<file path="config.mk">
export PLATFORM = sky130hd
export DESIGN_NAME = ps2_keyboard
export DESIGN_NICKNAME = d
export VERILOG_FILES = /design/src/rtl/ps2_keyboard.sv
export SDC_FILE = /design/constraint.sdc
export NUM_CORES = 1
export LEC_CHECK = 0
export BUFFER_PORTS_ARGS = -buffer_cell sky130_fd_sc_hd__buf_4
export CAP_MARGIN = 10
export CORE_MARGIN = 5
export CORE_UTILIZATION = 45
export DETAILED_ROUTE_END_ITERATION = 16
export HOLD_SLACK_MARGIN = 0.02
export PLACE_DENSITY = 0.58
export SYNTH_ARGS = -nofsm -noshare
export SYNTH_HDL_FRONTEND = slang
export SYNTH_SLANG_ARGS = --single-unit
</file>
<file path="constraint.sdc">
create_clock -name clk -period 3.25 [get_ports clk]
set_clock_uncertainty 0.2 [all_clocks]
set_input_delay 0 -clock clk [delete_from_list [all_inputs] [get_ports clk]]
set_output_delay 0 -clock clk [all_outputs]
set_load 0.05 [all_outputs]
</file>
<file path="src/rtl/ps2_keyboard.sv">
// ps2_keyboard -- Apple-1 terminal keyboard input.
// Receives PS/2 set-2 frames, tracks make/break/shift, translates scancodes to
// uppercase Apple-1 ASCII and presents them as the KBD / KBDCR register pair.
//
// Ports:
//   clk        7 MHz system clock
//   rst_n      asynchronous active-low reset
//   ps2_clk    raw PS/2 clock (asynchronous)
//   ps2_data   raw PS/2 data (asynchronous)
//   enable     CPU bus clock-enable strobe
//   address    0 = KBD (data), 1 = KBDCR (status)
//   r_en       CPU read strobe
//   dout       CPU read data
//   clr_screen high while F1 is held
//   reset_req  high while F12 is held
//   frame_err  one-cycle pulse on parity or framing error
//
// Receiver states:
//   state     | meaning
//   ST_IDLE   | waiting for a start bit
//   ST_DATA   | shifting in 8 data bits, LSB first
//   ST_PARITY | capturing the parity bit
//   ST_STOP   | checking stop bit and odd parity
module ps2_keyboard #(
    parameter int FILTER_LEN = 8,
    parameter int TIMEOUT    = 7000
) (
    input  logic       clk,
    input  logic       rst_n,
    input  logic       ps2_clk,
    input  logic       ps2_data,
    input  logic       enable,
    input  logic       address,
    input  logic       r_en,
    output logic [7:0] dout,
    output logic       clr_screen,
    output logic       reset_req,
    output logic       frame_err
);
    localparam int FW = $clog2(FILTER_LEN + 1);
    localparam int WW = $clog2(TIMEOUT + 1);

    localparam logic [1:0] ST_IDLE   = 2'd0;
    localparam logic [1:0] ST_DATA   = 2'd1;
    localparam logic [1:0] ST_PARITY = 2'd2;
    localparam logic [1:0] ST_STOP   = 2'd3;

    logic [1:0]    clk_sync, data_sync;
    logic          clk_s, data_s;
    logic          clk_f, fall;
    logic [FW-1:0] filt_cnt;

    logic [1:0]    state;
    logic [2:0]    bit_cnt;
    logic [7:0]    shreg, rx_byte;
    logic          par_bit, byte_valid;
    logic [WW-1:0] wd_cnt;

    logic          shift_l, shift_r, break_pend, ext_pend;
    logic [6:0]    key_data;
    logic          key_ready, read_seen;
    logic [7:0]    ascii;
    logic          load_key, read_clr;

    function automatic logic [7:0] scan_to_ascii(input logic [7:0] code, input logic shift);
        logic [7:0] a;
        a = 8'h00;
        case (code)
            8'h1C: a = 8'h41; 8'h32: a = 8'h42; 8'h21: a = 8'h43; 8'h23: a = 8'h44;
            8'h24: a = 8'h45; 8'h2B: a = 8'h46; 8'h34: a = 8'h47; 8'h33: a = 8'h48;
            8'h43: a = 8'h49; 8'h3B: a = 8'h4A; 8'h42: a = 8'h4B; 8'h4B: a = 8'h4C;
            8'h3A: a = 8'h4D; 8'h31: a = 8'h4E; 8'h44: a = 8'h4F; 8'h4D: a = 8'h50;
            8'h15: a = 8'h51; 8'h2D: a = 8'h52; 8'h1B: a = 8'h53; 8'h2C: a = 8'h54;
            8'h3C: a = 8'h55; 8'h2A: a = 8'h56; 8'h1D: a = 8'h57; 8'h22: a = 8'h58;
            8'h35: a = 8'h59; 8'h1A: a = 8'h5A;
            8'h45: a = shift ? 8'h29 : 8'h30;
            8'h16: a = shift ? 8'h21 : 8'h31;
            8'h1E: a = shift ? 8'h40 : 8'h32;
            8'h26: a = shift ? 8'h23 : 8'h33;
            8'h25: a = shift ? 8'h24 : 8'h34;
            8'h2E: a = shift ? 8'h25 : 8'h35;
            8'h36: a = shift ? 8'h5E : 8'h36;
            8'h3D: a = shift ? 8'h26 : 8'h37;
            8'h3E: a = shift ? 8'h2A : 8'h38;
            8'h46: a = shift ? 8'h28 : 8'h39;
            8'h4E: a = shift ? 8'h5F : 8'h2D;
            8'h55: a = shift ? 8'h2B : 8'h3D;
            8'h4C: a = shift ? 8'h3A : 8'h3B;
            8'h52: a = shift ? 8'h22 : 8'h27;
            8'h41: a = shift ? 8'h3C : 8'h2C;
            8'h49: a = shift ? 8'h3E : 8'h2E;
            8'h4A: a = shift ? 8'h3F : 8'h2F;
            // Shifted forms of these would be lowercase-range codes, so both map alike.
            8'h54: a = 8'h5B;
            8'h5B: a = 8'h5D;
            8'h5D: a = 8'h5C;
            8'h5A: a = 8'h0D;
            8'h29: a = 8'h20;
            8'h66: a = 8'h5F;
            8'h76: a = 8'h1B;
            default: a = 8'h00;
        endcase
        return a;
    endfunction

    assign clk_s  = clk_sync[1];
    assign data_s = data_sync[1];

    always_ff @(posedge clk or negedge rst_n) begin
        if (!rst_n) begin
            clk_sync  <= 2'b11;
            data_sync <= 2'b11;
        end else begin
            clk_sync  <= {clk_sync[0], ps2_clk};
            data_sync <= {data_sync[0], ps2_data};
        end
    end

    // Down-counter reloads whenever the sample agrees with the filtered level;
    // the level flips only after FILTER_LEN consecutive disagreeing samples.
    always_ff @(posedge clk or negedge rst_n) begin
        if (!rst_n) begin
            clk_f    <= 1'b1;
            filt_cnt <= FW'(FILTER_LEN - 1);
            fall     <= 1'b0;
        end else begin
            fall <= 1'b0;
            if (clk_s == clk_f) begin
                filt_cnt <= FW'(FILTER_LEN - 1);
            end else if (filt_cnt == '0) begin
                clk_f    <= clk_s;
                filt_cnt <= FW'(FILTER_LEN - 1);
                fall     <= clk_f;
            end else begin
                filt_cnt <= filt_cnt - 1'b1;
            end
        end
    end

    always_ff @(posedge clk or negedge rst_n) begin
        if (!rst_n) begin
            state      <= ST_IDLE;
            bit_cnt    <= 3'd0;
            shreg      <= 8'h00;
            rx_byte    <= 8'h00;
            par_bit    <= 1'b0;
            byte_valid <= 1'b0;
            frame_err  <= 1'b0;
            wd_cnt     <= WW'(TIMEOUT);
        end else begin
            byte_valid <= 1'b0;
            frame_err  <= 1'b0;
            if (fall) begin
                wd_cnt <= WW'(TIMEOUT);
                case (state)
                    ST_IDLE: begin
                        if (!data_s) begin
                            state   <= ST_DATA;
                            bit_cnt <= 3'd0;
                        end
                    end
                    ST_DATA: begin
                        shreg   <= {data_s, shreg[7:1]};
                        bit_cnt <= bit_cnt + 1'b1;
                        if (bit_cnt == 3'd7) state <= ST_PARITY;
                    end
                    ST_PARITY: begin
                        par_bit <= data_s;
                        state   <= ST_STOP;
                    end
                    default: begin
                        if (data_s && ^{shreg, par_bit}) begin
                            byte_valid <= 1'b1;
                            rx_byte    <= shreg;
                        end else begin
                            frame_err <= 1'b1;
                        end
                        state <= ST_IDLE;
                    end
                endcase
            end else if (state != ST_IDLE) begin
                // Abandon a partial frame silently if the keyboard stops clocking.
                if (wd_cnt == '0) state <= ST_IDLE;
                else              wd_cnt <= wd_cnt - 1'b1;
            end
        end
    end

    assign ascii    = scan_to_ascii(rx_byte, shift_l | shift_r);
    assign load_key = byte_valid && !ext_pend && !break_pend && (ascii != 8'h00);
    assign read_clr = enable && r_en && !address && !read_seen;

    always_ff @(posedge clk or negedge rst_n) begin
        if (!rst_n) begin
            shift_l    <= 1'b0;
            shift_r    <= 1'b0;
            break_pend <= 1'b0;
            ext_pend   <= 1'b0;
            clr_screen <= 1'b0;
            reset_req  <= 1'b0;
            key_data   <= 7'h00;
            key_ready  <= 1'b0;
            read_seen  <= 1'b0;
        end else begin
            if (byte_valid) begin
                if (rx_byte == 8'hF0) begin
                    break_pend <= 1'b1;
                end else if (rx_byte == 8'hE0) begin
                    ext_pend <= 1'b1;
                end else begin
                    break_pend <= 1'b0;
                    ext_pend   <= 1'b0;
                    if (!ext_pend) begin
                        case (rx_byte)
                            8'h12:   shift_l    <= ~break_pend;
                            8'h59:   shift_r    <= ~break_pend;
                            8'h05:   clr_screen <= ~break_pend;
                            8'h07:   reset_req  <= ~break_pend;
                            default: ;
                        endcase
                    end
                end
            end
            if (load_key) key_data <= ascii[6:0];
            // A key landing on the same clk as the read-clear must not be lost.
            if (load_key)      key_ready <= 1'b1;
            else if (read_clr) key_ready <= 1'b0;
            // One clear per CPU read, however many clks the strobe spans.
            if (read_clr)               read_seen <= 1'b1;
            else if (!enable && !r_en)  read_seen <= 1'b0;
        end
    end

    // Forced to zero while reset is asserted so the bus reads 0 immediately.
    always_comb begin
        dout = 8'h00;
        if (rst_n) dout = address ? {key_ready, 7'b0} : {1'b1, key_data};
    end
endmodule

</file>
## Word-level counts from Yosys, hierarchy flattened

Cells that the tools add are included.

| storage, ports and cells | value |
|---|---|
| input port bits | 7 |
| register bits | 62 |

| operators by class | value |
|---|---|
| eq/ne operators | 65 |
| bitwise operators | 7 |
| mux-type cells | 48 |
| add/sub/neg operators | 3 |
| reduce and logical (&&, ||, !) cells | 39 |

Operator list:

| kind | number |
|---|---|
| 7-bit case mux with 50 select lines | 1 |
| 8-bit by 6-bit equality test with 1-bit output (second input constant) | 23 |
| 8-bit by 7-bit equality test with 1-bit output (second input constant) | 21 |
| 8-bit by 5-bit equality test with 1-bit output (second input constant) | 8 |
| 5-bit 2-to-1 mux | 12 |
| 13-bit 2-to-1 mux | 3 |
| 7-bit 2-to-1 mux | 3 |
| 5-bit AND reduction | 4 |
| 8-bit by 3-bit equality test with 1-bit output (second input constant) | 2 |
| 8-bit equality test (second input constant) | 2 |
| 1-bit 2-to-1 mux | 16 |
| 8-bit 2-to-1 mux | 2 |
| 13-bit zero test | 1 |
| 13-bit by 1-bit subtractor with 13-bit output (second input constant) | 1 |
| 2-bit AND reduction | 6 |
| 2-bit nonzero test | 6 |
| 2-bit 2-to-1 mux | 5 |
| 9-bit XOR reduction | 1 |
| 1-bit logical AND | 8 |
| 4-bit 2-to-1 mux | 2 |
| 8-bit nonzero test | 1 |
| 1-bit zero test | 6 |
| 3-bit 2-to-1 mux | 2 |
| 2-bit != test (second input constant) | 3 |
| other kinds (16) | 23 |

## Depth between registers and ports, before layout

Gate-level depths: netlist of run 1.

| logic depth | value |
|---|---|
| word-level depth | 6 |
| depth in mapped cells | 9 |
| mapped depth without buffers | 8 |

## Worst setup path before layout of run 1

OpenSTA, ideal clock, no wires.

| timing path | value |
|---|---|
| path type | register to register |
| from | reg rx_byte[5] |
| to | reg key_data[0] |
| arrival | 2.289 ns |
| library setup time | 0.125 ns |
| path slack | 0.636 ns |
| buffers on the path | 1 |
| cell stages (with the launch flop) | 8 |
| clock period less this slack | 2.614 ns |
| cell sequence | dfrtp_1 -> buf_2 -> nor4b_4 -> a21oi_1 -> o21ai_0 -> nor3_2 -> a311oi_4 -> mux2_2 |

| on the way | value |
|---|---|
| cells in the longest elaborated chain, start to end | 4 |
| elaborated cells between the ends (all ways) | 53 |

RTL lines:

| item | line | RTL |
|---|---|---|
| start: declaration | 55 | `logic [7:0] shreg, rx_byte;` |
| start signal: assignment | 174 | `rx_byte <= shreg;` |
| 8-bit by 7-bit equality test with 1-bit output, or another cell as far along | 68 | `case (code)` |
| 7-bit case mux with 50 select lines * | 68 |  |
| 8-bit nonzero test | 190 | `assign load_key = byte_valid && !ext_pend && !break_pend && (ascii != 8'h00);` |
| 1-bit logical AND | 190 |  |
| end signal: assignment | 224 | `if (load_key) key_data <= ascii[6:0];` |
| end: declaration | 60 | `logic [6:0] key_data;` |

Every way passes the cells marked *; elsewhere a longest branch is shown, timed or not.
A chain may end at the register's enable or synchronous reset.

## Final worst setup path of run 1

| timing path | value |
|---|---|
| from | reg rx_byte[6] |
| to | reg key_data[0] |

The elaborated chain is that of the path after synthesis.

==> flow_summary.yaml, run 1 <==
outcome:
  outcome: "completed"
critical_path:
  criticalPathCategory: "flip-flop to flip-flop"
  cp.required_ns: 3.28
  cp-start-kind: "flip-flop"
  worstPathMaxFanout: 13
  end_kind: "flip-flop"
  arrival_ns: 2.97
synth:
  yosysWarningCount: 0
  synth_cell_types: 61
  yosys.area.top_type: "dfrtp_1"
  synthArstFlopShare_pct: 100
  synth_edf_count: 0
  netlist.area_leader.share_pct: 30.1
  ys.flop_type: "dfrtp_1"
  ys_ff_latch: 62
  synth.cell_area_mm2: 0.00391
  ys_top_cells_by_area: "dfrtp_1 (30%), dfstp_2 (10%), mux2_2 (7.5%), a21oi_1 (3.3%), o21ai_0 (3.3%)"
  avgSynthCellArea_um2: 9.32
  ys_seq_area_share_pct: 40.2
  synthCells: 419
  syn-num-nets: 435
cells_and_area:
  drive_above_1_share_pct: 23.5
  fin_area_mm2: 0.00450
  area_delta_synth_final_pct: 15.2
  fin_nets: 470
  antennaDiodeCount: 0
timing:
  report.final.slew_viol_count: 0
  setup_viol: 0
  period_minus_slack_ns: 2.95
  fmax_mhz: 339
  finalHoldViolations: 0
  final.period_utilization_pct: 90.7
  rsz0062_at_grt: "no"
  relSlewSlack_pct: 50.1
  worst_slew_pin_slew_ns: 0.748
  setup_tns_ns: 0
placed_design:
  io_buffers: 17
  hpwl_um: 6910
  postPlaceCellArea_mm2: 0.00423
  place_congestion: 1.07
power_and_ir_drop:
  p_leak_nw: 1.98
  vdd_drop_max_mv: 0.175
  total_power_mw: 1.61
  power_density_mw_per_mm2: 357
cts:
  cts.sinks: 62
  h-tree-depth: 3
  clkTransAtPathRegs_ns: 0.07
  cts_root_buf: "clkbuf_8"
  cts_resized: 0
  clk_latency_ns: 0.34
  clk_path_buf_depth: 2
  cts_tree: "done"
  cts_buffers: 9
global_route:
  grt-ovfl-total: 0
  grt_pass1_vias: 3267
  grt_pass1_wl_um: 16100
  antenna_found_initial: 0
  grt_util_all_layers_pct: 19.4
  grt_max_degree: 53
route:
  wire_per_inst_um: 17.1
  vias_per_cell: 5.98
  wirelength_um: 9670
  drtIter0Drc: 212
  drc_errors: 0
  postRouteAntennaNets: 0
  num_vias: 3390
  drt_pass1_iterations: 5
die:
  core_area_mm2: 0.00859
  fp.dieH_um: 103
  ios: 18
  core.rowCount: 34
  initial_core_util_pct: 45.5
  dieArea_mm2: 0.0106
  die_x_um: 103
job:
  drv_cap: 0
hold_path:
  worstHoldPathType: "primary input to flip-flop"
-- stage by stage --
step / setup WS, ns / std cells / util, % / hold slack [ns]
2_1_floorplan: 0.636 / 419 / - / -0.496
3_3_place_gp: 0.339 / 543 / 49.2 / -0.347
3_5_place_dp: 0.304 / 543 / 49.2 / -0.346
4_1_cts: 0.305 / 567 / 52.4 / 0.0900
5_1_grt: 0.0838 / 567 / 52.4 / 0.105
6_report: 0.302 / 567 / 52.4 / 0.110
-- cell families after synthesis --
group,synth area share [%]
compound gates,15.0
xor+xnor,4.93
fa+ha+maj,2.88
buf+inv,4.00
flops,40.2
mux,8.26
simple gates,24.7
-- critical path: stages (launching register included) --
cell and delay [ns]:
dfrtp_1 0.57, nor4b_4 0.69, nand4_1 0.15, and3_1 0.22, o21ai_0 0.12, nor4_2 0.12
a311oi_4 0.22, buf_4 0.21, mux2_2 0.34
-- final cells by class --
cell class              instances  area [µm²]
fillers                       784        4090
multi-input cells             321        2180
flip-flops and latches         62        1570
repair buffers                 48         380
well taps                     108         135
clock buffers                  10         128
clock inverters                 6        62.6
inverters                      12        45.0
-- flip-flops by register name, indices dropped and copies added (netlist names), 2 cells and up --
signal	count
filt_cnt	4
shreg	8
wd_cnt	13
bit_cnt	3
rx_byte	8
state	2
key_data	7
clk_sync	2
data_sync	2
-- routing by layer --
layer | wire length [µm] | GRT usage [%] | share of wire, %
met5 | 0 | 0 | 0
met4 | 538 | 12.5 | 5.6
met3 | 684 | 4.43 | 7.1
met2 | 4330 | 29.1 | 45
met1 | 4120 | 25.2 | 43
-- synth_stat cells (5+ instances only) --
cell and number:
mux2_2 26, clkbuf_1 10, buf_2 10, a21oi_1 26, xnor2_1 12, and2_1 8, nor3_1 20, o21ai_0 26
xor2_1 10, nor2b_1 11, inv_1 12, a31oi_1 5, dfrtp_1 47, ha_1 9, dfstp_2 15, or3_1 5
nand2b_1 12, nand4_1 8, nand3_1 19, nor2_1 25, nand2_1 30
-- cells in the final DEF (no fill, tap or decap), types with 4 or more instances in the layout --
cell,count
nand3_1,19
nand2_1,30
nor2_1,25
or4_1,4
buf_4,40
nand4_1,8
dfstp_2,15
o21ai_0,26
o211ai_1,4
nor2b_1,11
xnor2_1,12
clkbuf_8,9
or3_1,5
dlygate4sd3_1,8
mux2_2,26
nor4_1,4
a21oi_1,26
nor4b_1,4
and2_1,8
xor2_1,10
a31oi_1,5
ha_1,9
inv_1,12
nor3_1,20
dfrtp_1,47
nand2b_1,12
-- power breakdown --
part	switching, mW	internal (mW)	total [mW]
sequential	0.0192	0.817	0.836
clock	0.315	0.353	0.668
combinational	0.0543	0.0473	0.102
total	0.389	1.22	1.61
-- path summary, 6_finish.rpt --
check                           depth (start not counted)      endpoint  slack (ns)        start
worst min-delay path                                    2  data_sync[0]        0.11     ps2_data
max in group asynchronous                               3     key_ready        1.93        rst_n
min in group asynchronous                               3       shift_r        0.17        rst_n
worst min register to register                          0   clk_sync[1]        0.16  clk_sync[0]
worst max-delay path                                    8   key_data[0]        0.30   rx_byte[6]
worst max register to register                          8   key_data[0]        0.30   rx_byte[6]
-- repair_timing --
action                                 in CTS  in global routing
hold buffers                                8                  0
endpoints found under the hold margin      51                  0
setup buffers                               0                  0
(Power assumes the default switching activity.)
==> run 2: changes to the inputs <==
--- a/config.mk
+++ b/config.mk
@@ -5,13 +5,14 @@
 export SDC_FILE = /design/constraint.sdc
 export NUM_CORES = 1
 export LEC_CHECK = 0
+export ABC_AREA = 1
 export BUFFER_PORTS_ARGS = -buffer_cell sky130_fd_sc_hd__buf_4
 export CAP_MARGIN = 10
 export CORE_MARGIN = 5
-export CORE_UTILIZATION = 45
+export CORE_UTILIZATION = 35
 export DETAILED_ROUTE_END_ITERATION = 16
 export HOLD_SLACK_MARGIN = 0.02
-export PLACE_DENSITY = 0.58
+export PLACE_DENSITY = 0.47
 export SYNTH_ARGS = -nofsm -noshare
 export SYNTH_HDL_FRONTEND = slang
 export SYNTH_SLANG_ARGS = --single-unit
==> run 2 against run 1 <==
  * Count of clock-buffer cells in the layout rose by 2
  * Sequential power rose by 21%
  * Die area rose by 33%
  * Final cell count rose by 37%
  * Worst hold slack improved by 0.0093 ns
  * Via count rose by 11%
  * Worst setup slack improved by 0.72 ns
  * Sequential cell count did not move
  * Area after synthesis rose by 6.1%
  * Synthesized cell count rose by 42%
  * Highest routed layer unchanged
==> flow_summary.yaml, run 2 <==
outcome:
  outcome: "completed"
power_and_ir_drop:
  p_leak_nw: 2.50
  vdd_drop_max_mv: 0.430
  power_density_mw_per_mm2: 503
  total_power_mw: 2.40
route:
  drc_errors: 0
  met2_length_um: 4840
  postRouteAntennaNets: 0
  vias_per_cell: 4.85
  drtIter0Drc: 239
  wl_met3_um: 411
  drt_pass1_iterations: 4
  wirelength_um: 10300
  num_vias: 3758
  top_layer: "met4"
  routedLengthMet1_um: 4750
  wire_per_inst_um: 13.2
critical_path:
  slowest_stage: "dfrtp_1"
  cp_cell_sequence: "inv_2, nand2_2, nor2_4, nand2_1, nand2_1, nor2_1, nand2_1, nor2_2, nand3_4, nand2_8, nand2_2, nand2_1"
  worstPathMaxFanout: 16
  worst_path_most_repeated_cell: "nand2_1"
  cpPeakStageDelay_ns: 0.43
  criticalPathCategory: "flip-flop to flip-flop"
  cp-start-kind: "flip-flop"
  arrival_ns: 2.24
  end_kind: "flip-flop"
  cp.required_ns: 3.27
  ff2ff_path_depth: 12
synth:
  ys.flop_type: "dfrtp_1"
  synthArstFlopShare_pct: 100
  synth_edf_count: 0
  ys_ff_latch: 62
  yosysWarningCount: 0
  avgSynthCellArea_um2: 6.94
  synthTopCellsByCount: "nand2_1 (180), nor2_1 (79), inv_1 (59)"
  ys_seq_area_share_pct: 37.9
  synth_cell_types: 34
  syn-num-nets: 613
  yosysMostFrequentCell: "nand2_1"
  synthCells: 597
  netlist.area_leader.share_pct: 28.4
  synth.cell_area_mm2: 0.00414
  ys_top_cells_by_area: "dfrtp_1 (28%), nand2_1 (16%), dfstp_2 (9.5%), nor2_1 (7.2%), nand3_1 (5.7%)"
  yosys.area.top_type: "dfrtp_1"
global_route:
  antenna_found_initial: 0
  grt_pass1_vias: 3708
  grt_max_degree: 59
  grt-ovfl-total: 0
  grt_pass1_wl_um: 18000
  grt_util_all_layers_pct: 15.6
timing:
  final.period_utilization_pct: 68.6
  worst_slew_pin_slew_ns: 0.731
  setup_tns_ns: 0
  rsz0062_at_grt: "no"
  fmax_mhz: 449
  period_minus_slack_ns: 2.23
  report.final.slew_viol_count: 0
  setup_viol: 0
  finalHoldViolations: 0
  relSlewSlack_pct: 51.1
cells_and_area:
  top_regs: "wd_cnt x13, rx_byte x8, shreg x8"
  final_common_cell: "nand2_1"
  antennaDiodeCount: 0
  layout_common_cells: "nand2_1 (180), nor2_1 (79), inv_1 (59)"
  fin_nets: 643
  drive_above_1_share_pct: 15.2
  top_register: "wd_cnt"
  nFillCells: 1224
  area_delta_synth_final_pct: 15.1
  largest_reg_flops: 13
die:
  core.rowCount: 39
  dieArea_mm2: 0.0141
  core_area_mm2: 0.0115
  die_x_um: 119
  ios: 18
  fp.dieH_um: 119
  initial_core_util_pct: 36.0
cts:
  clk_latency_ns: 0.33
  clkTransAtPathRegs_ns: 0.05
  cts_tree: "done"
  cts_resized: 0
  h-tree-depth: 3
  cts.sinks: 62
  clk_path_buf_depth: 2
  cts_buffers: 9
  cts_root_buf: "clkbuf_16"
hold_path:
  min_path_cells: 2
  worstHoldPathType: "primary input to flip-flop"
placed_design:
  hpwl_um: 7730
  place_congestion: 0.893
  io_buffers: 17
job:
  drv_cap: 0
## run 2: worst paths after layout
path                             startpoint           end  slack, ns
worst max-delay path             rx_byte[7]   key_data[5]       1.02
worst min-delay path               ps2_data  data_sync[0]       0.12
worst max register to register   rx_byte[7]   key_data[5]       1.02
worst min register to register  clk_sync[0]   clk_sync[1]       0.15
max in group asynchronous             rst_n    rx_byte[2]       2.14
min in group asynchronous             rst_n   filt_cnt[3]       0.22
## run 2: kinds of logic after synthesis
| group | synth area share [%] |
|---|---|
| compound gates | 8.00 |
| xor+xnor | 2.75 |
| fa+ha+maj | 2.72 |
| buf+inv | 7.34 |
| flops | 37.9 |
| simple gates | 41.3 |
## run 2: repair_timing
action / in CTS / in global routing
setup endpoints to repair: 0 / 0
hold buffers: 9 / 0
endpoints found under the hold margin: 51 / 0
setup buffers: 0 / 0
## run 2: worst max-delay path, delay by kind of cell, from the launching register on
family	cells	cell delay, ns
buffers and inverters	1	0.11
flip-flops	1	0.43
AND/OR/NAND/NOR	11	1.38
## run 2: per-stage QoR
stage	hold WS (ns)	cell area, µm²	cells	util [%]	setup WS [ns]
after floorplan	-0.496	4140	597	-	1.39
after global placement	-0.375	4410	750	38.3	1.00
after detailed placement	-0.374	4410	750	38.3	1.03
after CTS	0.106	4770	775	41.4	1.03
after global routing	0.119	4770	775	41.4	0.830
final	0.119	4770	775	41.4	1.02
## run 2: layout make-up
class	count	area, µm²	area share (%)
Sequential cell	62	1570	32.9
Tap cell	143	179	3.75
Clock buffer	12	246	5.17
Inverter	68	255	5.35
Timing Repair Buffer	27	225	4.72
Clock inverter	4	22.5	0.472
Multi-Input combinational cell	459	2270	47.6
## run 2: power by group
group | internal [mW] | switching (mW) | total (mW)
clock network | 0.532 | 0.329 | 0.861
logic | 0.193 | 0.336 | 0.529
registers | 0.921 | 0.0886 | 1.01
total | 1.65 | 0.753 | 2.40
## run 2: per-layer routing
metal,track usage (%),vias to the layer above
met5,0,-
met3,3.51,20
met1,19.9,1706
li1,-,1957
met4,6.08,0
met2,25.8,75
